File: src/rtl/clk_div_multi.sv
// Multi-channel runtime-programmable clock divider.
// Each channel produces a one-cycle tick enable and a near-50% square wave from clk.
// New divisors are staged in a per-channel pending slot and swapped in only at a
// counter wrap (or immediately when the channel is idle), so outputs never glitch.
module clk_div_multi #(
  parameter int unsigned  NCH     = 4,
  parameter int unsigned  WIDTH   = 24,
  parameter int unsigned  DEF_DIV = 12_000_000,
  localparam int unsigned CH_W    = (NCH > 1) ? $clog2(NCH) : 1
) (
  input  logic             clk,
  input  logic             rst,
  input  logic [NCH-1:0]   en,
  input  logic             sync,
  input  logic             cfg_valid,
  output logic             cfg_ready,
  input  logic [CH_W-1:0]  cfg_ch,
  input  logic [WIDTH-1:0] cfg_div,
  output logic [NCH-1:0]   tick,
  output logic [NCH-1:0]   clkout,
  output logic [NCH-1:0]   busy
);

  logic [NCH-1:0][WIDTH-1:0] cnt_q, cnt_d;
  logic [NCH-1:0][WIDTH-1:0] div_cur_q, div_cur_d;
  logic [NCH-1:0][WIDTH-1:0] div_pend_q, div_pend_d;
  logic [NCH-1:0]            pend_q, pend_d;
  logic [NCH-1:0]            tick_q, tick_d;
  logic [NCH-1:0]            clkout_q, clkout_d;
  logic [NCH-1:0]            acc;

  // Ready reflects the addressed channel's pending slot; out-of-range channels always accept.
  always_comb begin
    cfg_ready = 1'b1;
    for (int i = 0; i < NCH; i++) begin
      if (cfg_ch == CH_W'(i)) begin
        cfg_ready = !pend_q[i];
      end
    end
  end

  // Per-channel accept strobe; an accept to a channel >= NCH matches nothing and is dropped.
  always_comb begin
    acc = '0;
    for (int i = 0; i < NCH; i++) begin
      acc[i] = cfg_valid && cfg_ready && (cfg_ch == CH_W'(i));
    end
  end

  // Next-state for counters, divisors and registered outputs.
  always_comb begin
    cnt_d      = cnt_q;
    div_cur_d  = div_cur_q;
    div_pend_d = div_pend_q;
    pend_d     = pend_q;
    tick_d     = '0;
    clkout_d   = clkout_q;
    for (int i = 0; i < NCH; i++) begin
      if (div_cur_q[i] == '0) begin
        // Channel off: park everything low, pick up any staged divisor.
        cnt_d[i]    = '0;
        clkout_d[i] = 1'b0;
        if (pend_q[i]) begin
          div_cur_d[i] = div_pend_q[i];
          pend_d[i]    = 1'b0;
        end
      end else if (sync) begin
        cnt_d[i] = '0;
        if (en[i]) begin
          clkout_d[i] = (cnt_q[i] >= (div_cur_q[i] >> 1));
        end
        if (pend_q[i]) begin
          div_cur_d[i] = div_pend_q[i];
          pend_d[i]    = 1'b0;
        end
      end else if (!en[i]) begin
        // Disabled: hold phase, but a staged divisor can go in right away.
        if (pend_q[i]) begin
          div_cur_d[i] = div_pend_q[i];
          pend_d[i]    = 1'b0;
          cnt_d[i]     = '0;
        end
      end else begin
        tick_d[i]   = (cnt_q[i] == div_cur_q[i] - WIDTH'(1));
        clkout_d[i] = (cnt_q[i] >= (div_cur_q[i] >> 1));
        if (cnt_q[i] == div_cur_q[i] - WIDTH'(1)) begin
          cnt_d[i] = '0;
          if (pend_q[i]) begin
            div_cur_d[i] = div_pend_q[i];
            pend_d[i]    = 1'b0;
          end
        end else begin
          cnt_d[i] = cnt_q[i] + WIDTH'(1);
        end
      end
      // Accept only happens with pend_q clear, so it never collides with an apply above.
      if (acc[i]) begin
        div_pend_d[i] = cfg_div;
        pend_d[i]     = 1'b1;
      end
    end
  end

  // State register with synchronous active-high reset.
  always_ff @(posedge clk) begin
    if (rst) begin
      cnt_q      <= '0;
      div_pend_q <= '0;
      pend_q     <= '0;
      tick_q     <= '0;
      clkout_q   <= '0;
      for (int i = 0; i < NCH; i++) begin
        div_cur_q[i] <= WIDTH'(DEF_DIV);
      end
    end else begin
      cnt_q      <= cnt_d;
      div_cur_q  <= div_cur_d;
      div_pend_q <= div_pend_d;
      pend_q     <= pend_d;
      tick_q     <= tick_d;
      clkout_q   <= clkout_d;
    end
  end

  assign tick   = tick_q;
  assign clkout = clkout_q;
  assign busy   = pend_q;

endmodule

File: config.mk
export PLATFORM = sky130hd
export DESIGN_NAME = clk_div_multi
export DESIGN_NICKNAME = d
export VERILOG_FILES = /design/src/rtl/clk_div_multi.sv
export SDC_FILE = /design/constraint.sdc
export NUM_CORES = 1
export LEC_CHECK = 0
export ABC_AREA = 0
export ABC_CLOCK_PERIOD_IN_PS = 4190
export CORE_MARGIN = 5
export CORE_UTILIZATION = 40
export DETAILED_ROUTE_END_ITERATION = 10
export SLEW_MARGIN = 20
export SYNTH_ARGS = -nofsm -noshare
export SYNTH_HDL_FRONTEND = slang
export SYNTH_SLANG_ARGS = --single-unit
File: constraint.sdc
create_clock -name clk -period 4.19 [get_ports clk]
set_input_delay 0.6285 -clock clk [delete_from_list [all_inputs] [get_ports clk]]
set_output_delay 0.6285 -clock clk [all_outputs]
set_load 0.1 [all_outputs]
==> results_dict.tcl, run 1 <==
set metrics [dict create \
    vias 16747 \
    place_area_um2 19700 \
    dieWidth_um 227 \
    vdd_ir_drop_max_uv 233 \
    ys_seq_elements 300 \
    vias_per_cell 5.59 \
    yosys.area.top_type "dfxtp_1" \
    async_reset_ff_frac 0 \
    rsz0062_at_grt "no" \
    synth_area_leaders "dfxtp_1 (32%), ha_1 (6.6%), nand2_1 (6.6%)" \
    cts_root_buf "clkbuf_16" \
    final_nets 2498 \
    drive_gt1_frac 0.0615 \
    syn_nets 2517 \
    outcome "finished clean" \
    clock_sinks 300 \
    wl_per_cell_um 17.3 \
    synth_edf_count 0 \
    drt_first_iter_violations 1114 \
    fin_area_um2 21000 \
    crit_path_start "div_cur_q[48]$_SDFFE_PP0P_" \
    first_pass_iters 6 \
    skew_ns 0.00985 \
    die_h_um 227 \
    synth_area_per_cell_um2 7.90 \
    ys_warn_count 0 \
    wl_mm 51.9 \
    htreeDepth 2 \
    synth_top_area_frac 0.319 \
    grt_first_pass_wirelength_mm 83.9 \
    hold_slack_ns 0.454 \
    tns_ns 0 \
    dp_hpwl_mm 37.9 \
    cts_tree "yes" \
    synth_area_um2 18800 \
    crit_required_ns 4.65 \
    grt_pass1_vias 15691 \
    cts-hold-fix-buffers 0 \
    synth-main-ff-cell "dfxtp_1" \
    antenna_found_initial 1 \
    min_from "div_pend_q[52]$_SDFFE_PP0P_" \
    numCtsBuffers 35 \
    antennaDiodeCount 0 \
    drv_cap 0 \
    start_util 0.404 \
    die_area_um2 51500 \
    ys_types 82 \
    ant_nets 0 \
    crit_type "reg -> reg" \
    row_count 79 \
    cts_resized 0 \
    hold_class "reg -> reg" \
    tightest_slew_ns 1.03 \
    cp-start-kind "flip-flop" \
    slew_violations 0 \
    syn2layout_area_growth_pct 11.3 \
    synth_cells 2383 \
    grt_usage 0.198 \
    p_leak_nw 7.71 \
    power_mw 6.70 \
    core-area_um2 46600 \
    period_share 0.883 \
    r2r-start "div_cur_q[48]$_SDFFE_PP0P_" \
    crit_arrival_ns 4.16 \
    fmax_ghz 0.270 \
    ios 47 \
    postCtsSetupRepairBufs 0 \
    relSlewSlack 0.314 \
    overflow 0 \
    insertion_delay_ns 0.55 \
    path_clk_slew_ns 0.06 \
    drc 0 \
    p_per_area_nw_per_um2 319 \
    io_buffers 46 \
    fin_ws_ns 0.490 \
    grt_max_degree 90 \
    finalCriticalPeriod_ns 3.70 \
    final-setup-viol-count 0 \
    path_max_fanout 24 \
    synth-seq-area-share 0.319 \
    clk_path_buf_depth 3 \
    cp-end-kind "flip-flop" \
    hold_viol_final 0 \
    dp_slack_ns 0.591 \
    gp_congestion 0.860 \
]
==> path summary, 6_finish.rpt <==
kind / cells after the start / endpoint / slack, ns
max: 9 / div_cur_q[56]$_SDFFE_PP1P_ / 0.49
min: 2 / div_pend_q[52]$_SDFFE_PP0P_ / 0.45
max reg2reg: 9 / div_cur_q[56]$_SDFFE_PP1P_ / 0.49
min reg2reg: 2 / div_pend_q[52]$_SDFFE_PP0P_ / 0.45
==> cells by family after synthesis <==
| logic type | synth area share |
|---|---|
| compound gates | 0.142 |
| flops | 0.319 |
| simple gates | 0.289 |
| buf+inv | 0.0583 |
| mux | 0.0640 |
| xor+xnor | 0.0609 |
| fa+ha+maj | 0.0664 |
==> layer usage <==
layer	vias up	global-route usage	share of wire
met3	85	0.0362	0.052
li1	8364	-	-
met2	362	0.319	0.45
met4	2	0.0527	0.024
met5	-	0	0.00013
met1	7934	0.276	0.48
==> flip-flops by register name (all words and copies together), names as in the netlist <==
name and flops:
busy 4, clkout 4, div_cur_q 96, cnt_q 96
tick 4, div_pend_q 96
==> cells in the mapped netlist, types with 5 or more instances <==
| cell | count |
|---|---|
| nor2b_1 | 19 |
| clkbuf_1 | 102 |
| nor2_1 | 165 |
| a2111oi_0 | 5 |
| or3_1 | 8 |
| a21o_1 | 24 |
| inv_1 | 123 |
| a21oi_1 | 135 |
| dfxtp_1 | 300 |
| o311ai_0 | 8 |
| xor2_1 | 65 |
| o22ai_1 | 6 |
| a31o_2 | 5 |
| a211oi_1 | 10 |
| o21a_1 | 8 |
| o2111ai_1 | 5 |
| nand2b_1 | 130 |
| or2_2 | 9 |
| ha_1 | 100 |
| a31oi_1 | 60 |
| and4_1 | 14 |
| nor3_1 | 70 |
| o31ai_1 | 8 |
| o21ai_0 | 65 |
| buf_2 | 12 |
| nand4b_1 | 6 |
| nor4_1 | 38 |
| buf_6 | 6 |
| and3_1 | 38 |
| o211a_1 | 6 |
| nand3_1 | 95 |
| mux2i_1 | 117 |
| and2_1 | 14 |
| nand3b_1 | 17 |
| xnor2_1 | 66 |
| a22oi_1 | 6 |
| nand2_1 | 332 |
| nor4_2 | 7 |
| nand4_1 | 53 |
| a41oi_1 | 10 |
| o211ai_1 | 16 |
| or4_1 | 17 |
| nor3b_1 | 6 |
| nor4b_1 | 5 |
| buf_1 | 7 |
==> power breakdown <==
group | internal, mW | total [mW] | switching [mW]
registers | 2.90 | 2.96 | 0.0536
clock network | 1.99 | 3.25 | 1.26
logic | 0.177 | 0.492 | 0.315
total | 5.07 | 6.70 | 1.63
==> final cells by class <==
class	count	area, um2
repair buffers	79	722
flip-flops and latches	300	6010
clock inverters	16	216
fillers	4560	25600
clock buffers	46	1000
multi-input cells	1825	11800
well taps	607	759
inverters	123	462
==> layout by cell type (no fill, tap or decap), drive strengths merged, types with 48 or more instances in the layout <==
cell,Yosys,routed
nand2,332,332
dfxtp,300,300
nor2,165,165
a21oi,135,135
nand2b,130,130
inv,123,124
mux2i,117,117
ha,100,100
nand3,95,95
nor3,70,70
xnor2,66,66
o21ai,66,66
xor2,65,65
a31oi,60,60
nand4,54,54
nor4,48,48
==> metrics by stage <==
step / util / instances
after floorplan: - / 2383
after global placement: 0.424 / 2934
after detailed placement: 0.424 / 2934
after CTS: 0.450 / 2996
after global routing: 0.450 / 2996
final: 0.450 / 2996
==> critical path: stages (launching register included) <==
cell and delay [ns]:
dfxtp_1 0.37, nor4_2 0.62, nand2_1 0.34, nor4_1 0.42
o211ai_1 0.13, nor4_1 0.63, a41oi_4 0.35, a21boi_2 0.28
buf_12 0.23, mux2i_1 0.22
Note: power is estimated with default switching activity, not from simulation.
==> run 2: changes to the inputs <==
SKIP_CTS_REPAIR_TIMING = 1   (was default)
==> results of run 2 <==
Same layout as run 1: the final DEF is identical, and so are final timing and power.
==> run 3: changes to the inputs <==
CORE_UTILIZATION = 50   (was 40)
PLACE_DENSITY = 0.67   (was default)
==> results_dict.tcl, run 3 (synthesis gave the netlist of run 1 again) <==
set metrics [dict create \
    tns_ns 0 \
    die_h_um 204 \
    start_util 0.504 \
    htreeDepth 2 \
    reg2reg_to "cnt_q[22]$_SDFFE_PP0P_" \
    min_from "div_pend_q[29]$_SDFFE_PP0P_" \
    path_cells "inv_1 -> ha_1 -> nor4b_2 -> nand4_1 -> nor4_1 -> o22ai_1 -> nor4b_1 -> a31oi_2 -> buf_4 -> nand2_1 -> o311ai_0" \
    clk_path_buf_depth 3 \
    numCtsBuffers 35 \
    final_nets 2488 \
    r2r-start "div_cur_q[0]$_SDFFE_PP0P_" \
    antennaDiodeCount 0 \
    die_area_um2 41600 \
    crit_required_ns 4.60 \
    relSlewSlack 0.344 \
    min_to "div_pend_q[29]$_SDFFE_PP0P_" \
    skew_ns 0.0173 \
    drv_cap 0 \
    seq_area_um2 6010 \
    dpl.cell_count 2828 \
    drt_first_iter_violations 1156 \
    final-setup-viol-count 0 \
    r2r_slack_ns 0.47 \
    period_share 0.889 \
    finalCriticalPeriod_ns 3.72 \
    path_clk_slew_ns 0.06 \
    tightest_slew_ns 0.982 \
    path_max_fanout 30 \
    vias 16786 \
    grt_first_pass_wirelength_mm 83.4 \
    largest_registers "cnt_q x96, div_cur_q x96, div_pend_q x96" \
    drc 0 \
    antenna_found_initial 0 \
    cp_num_buf_inv 2 \
    p_sw_mw 1.63 \
    hold_viol_final 0 \
    cts_tree "yes" \
    combPwrFrac 0.073 \
    ios 47 \
    ant_nets 0 \
    cts_root_buf "clkbuf_16" \
    stdcell_count 2891 \
    p_leak_nw 7.64 \
    wl_per_cell_um 17.6 \
    outcome "finished clean" \
    syn2layout_area_growth_pct 10.0 \
    rsz0062_at_grt "no" \
    cp-start-kind "flip-flop" \
    row_count 71 \
    core-area_um2 37400 \
    slowest_stage "nor4_1" \
    switching_share 0.248 \
    grt_max_degree 90 \
    hold_path_depth 2 \
    first_pass_iters 6 \
    overflow 0 \
    slowest_delay_ns 0.53 \
    dp_hpwl_mm 36.8 \
    p_int_mw 4.94 \
    hold_slack_ns 0.454 \
    vias_per_cell 5.81 \
    insertion_delay_ns 0.55 \
    cp-end-kind "flip-flop" \
    slew_violations 0 \
    hold_class "reg -> reg" \
    p_seq_frac 0.451 \
    fin_util 0.554 \
    crit_arrival_ns 4.13 \
    grt_usage 0.241 \
    drive_gt1_frac 0.0576 \
    final_cell_mix "nand2_1 (332), dfxtp_1 (300), nor2_1 (165)" \
    crit_type "reg -> reg" \
    wl_mm 50.8 \
    gp_congestion 0.946 \
    layout_commonest_cell "nand2_1" \
    ff2ff_path_depth 11 \
    pwr-share-clk 0.476 \
    io_buffers 46 \
    p_per_area_nw_per_um2 317 \
    fmax_ghz 0.268 \
    dieWidth_um 204 \
    grt_pass1_vias 16007 \
    multi_input_area_um2 11800 \
    clock_sinks 300 \
    crit_family "simple AND/OR/NAND/NOR gates" \
    vdd_ir_drop_max_uv 314 \
    fillers 3445 \
]
==> run 3: cell types whose count changed in the layout (fill, tap and decap cells not counted), sizes merged <==
cell and change:
clkbuf +1, clkinvlp -2, bufinv -2, clkinv +4
buf -10
==> run 3: layout make-up <==
type / instances / share of cell area
well taps: 511 / 0.0309
inverters: 123 / 0.0223
clock buffers: 47 / 0.0479
multi-input cells: 1825 / 0.570
flip-flops and latches: 300 / 0.290
repair buffers: 69 / 0.0306
clock inverters: 16 / 0.00870
==> run 3: worst min-delay path: cells and delay by family, from the launching register on <==
family,cells,cell delay (ns)
AOI/OAI and AO/OA,1,0.05
and+or+nand+nor,1,0.05
DFF,1,0.31
==> run 3: worst max-delay path by stage <==
stage / startpoint / to / slack (ns) / depth (start not counted)
floorplan: busy[0]$_SDFFE_PP0P_ / cfg_ready / 0.34 / 2
global placement: div_cur_q[72]$_SDFFE_PP0P_ / cnt_q[81]$_SDFFE_PP0P_ / 0.71 / 10
detailed placement: div_cur_q[72]$_SDFFE_PP0P_ / cnt_q[85]$_SDFFE_PP0P_ / 0.53 / 10
CTS: div_cur_q[72]$_SDFFE_PP0P_ / cnt_q[85]$_SDFFE_PP0P_ / 0.54 / 10
global route: div_cur_q[0]$_SDFFE_PP0P_ / cnt_q[21]$_SDFFE_PP0P_ / 0.12 / 11
finish: div_cur_q[0]$_SDFFE_PP0P_ / cnt_q[22]$_SDFFE_PP0P_ / 0.47 / 11
==> run 3: power groups by stage <==
stage	clock network (mW)	registers, mW	logic [mW]
CTS	3.20	2.96	0.481
global route	3.31	2.97	0.529
floorplan	0	3.01	0.319
finish	3.12	2.96	0.482
detailed placement	0	3.02	0.479
global placement	0	3.02	0.469
==> run 3: per-stage QoR <==
stage	power [mW]	area, um2	worst slack, ns
6_report	6.57	20700	0.466
3_5_place_dp	3.50	19500	0.531
4_1_cts	6.64	20700	0.535
5_1_grt	6.81	20700	0.118
3_3_place_gp	3.49	19500	0.715
2_1_floorplan	3.33	18800	0.339
==> run 3: per-layer routing <==
layer,vias to the layer above,global-route usage,part of all wire
met1,7947,0.329,0.46
met2,399,0.391,0.46
li1,8338,-,-
met3,102,0.0430,0.049
met5,-,0,0
met4,0,0.0739,0.029
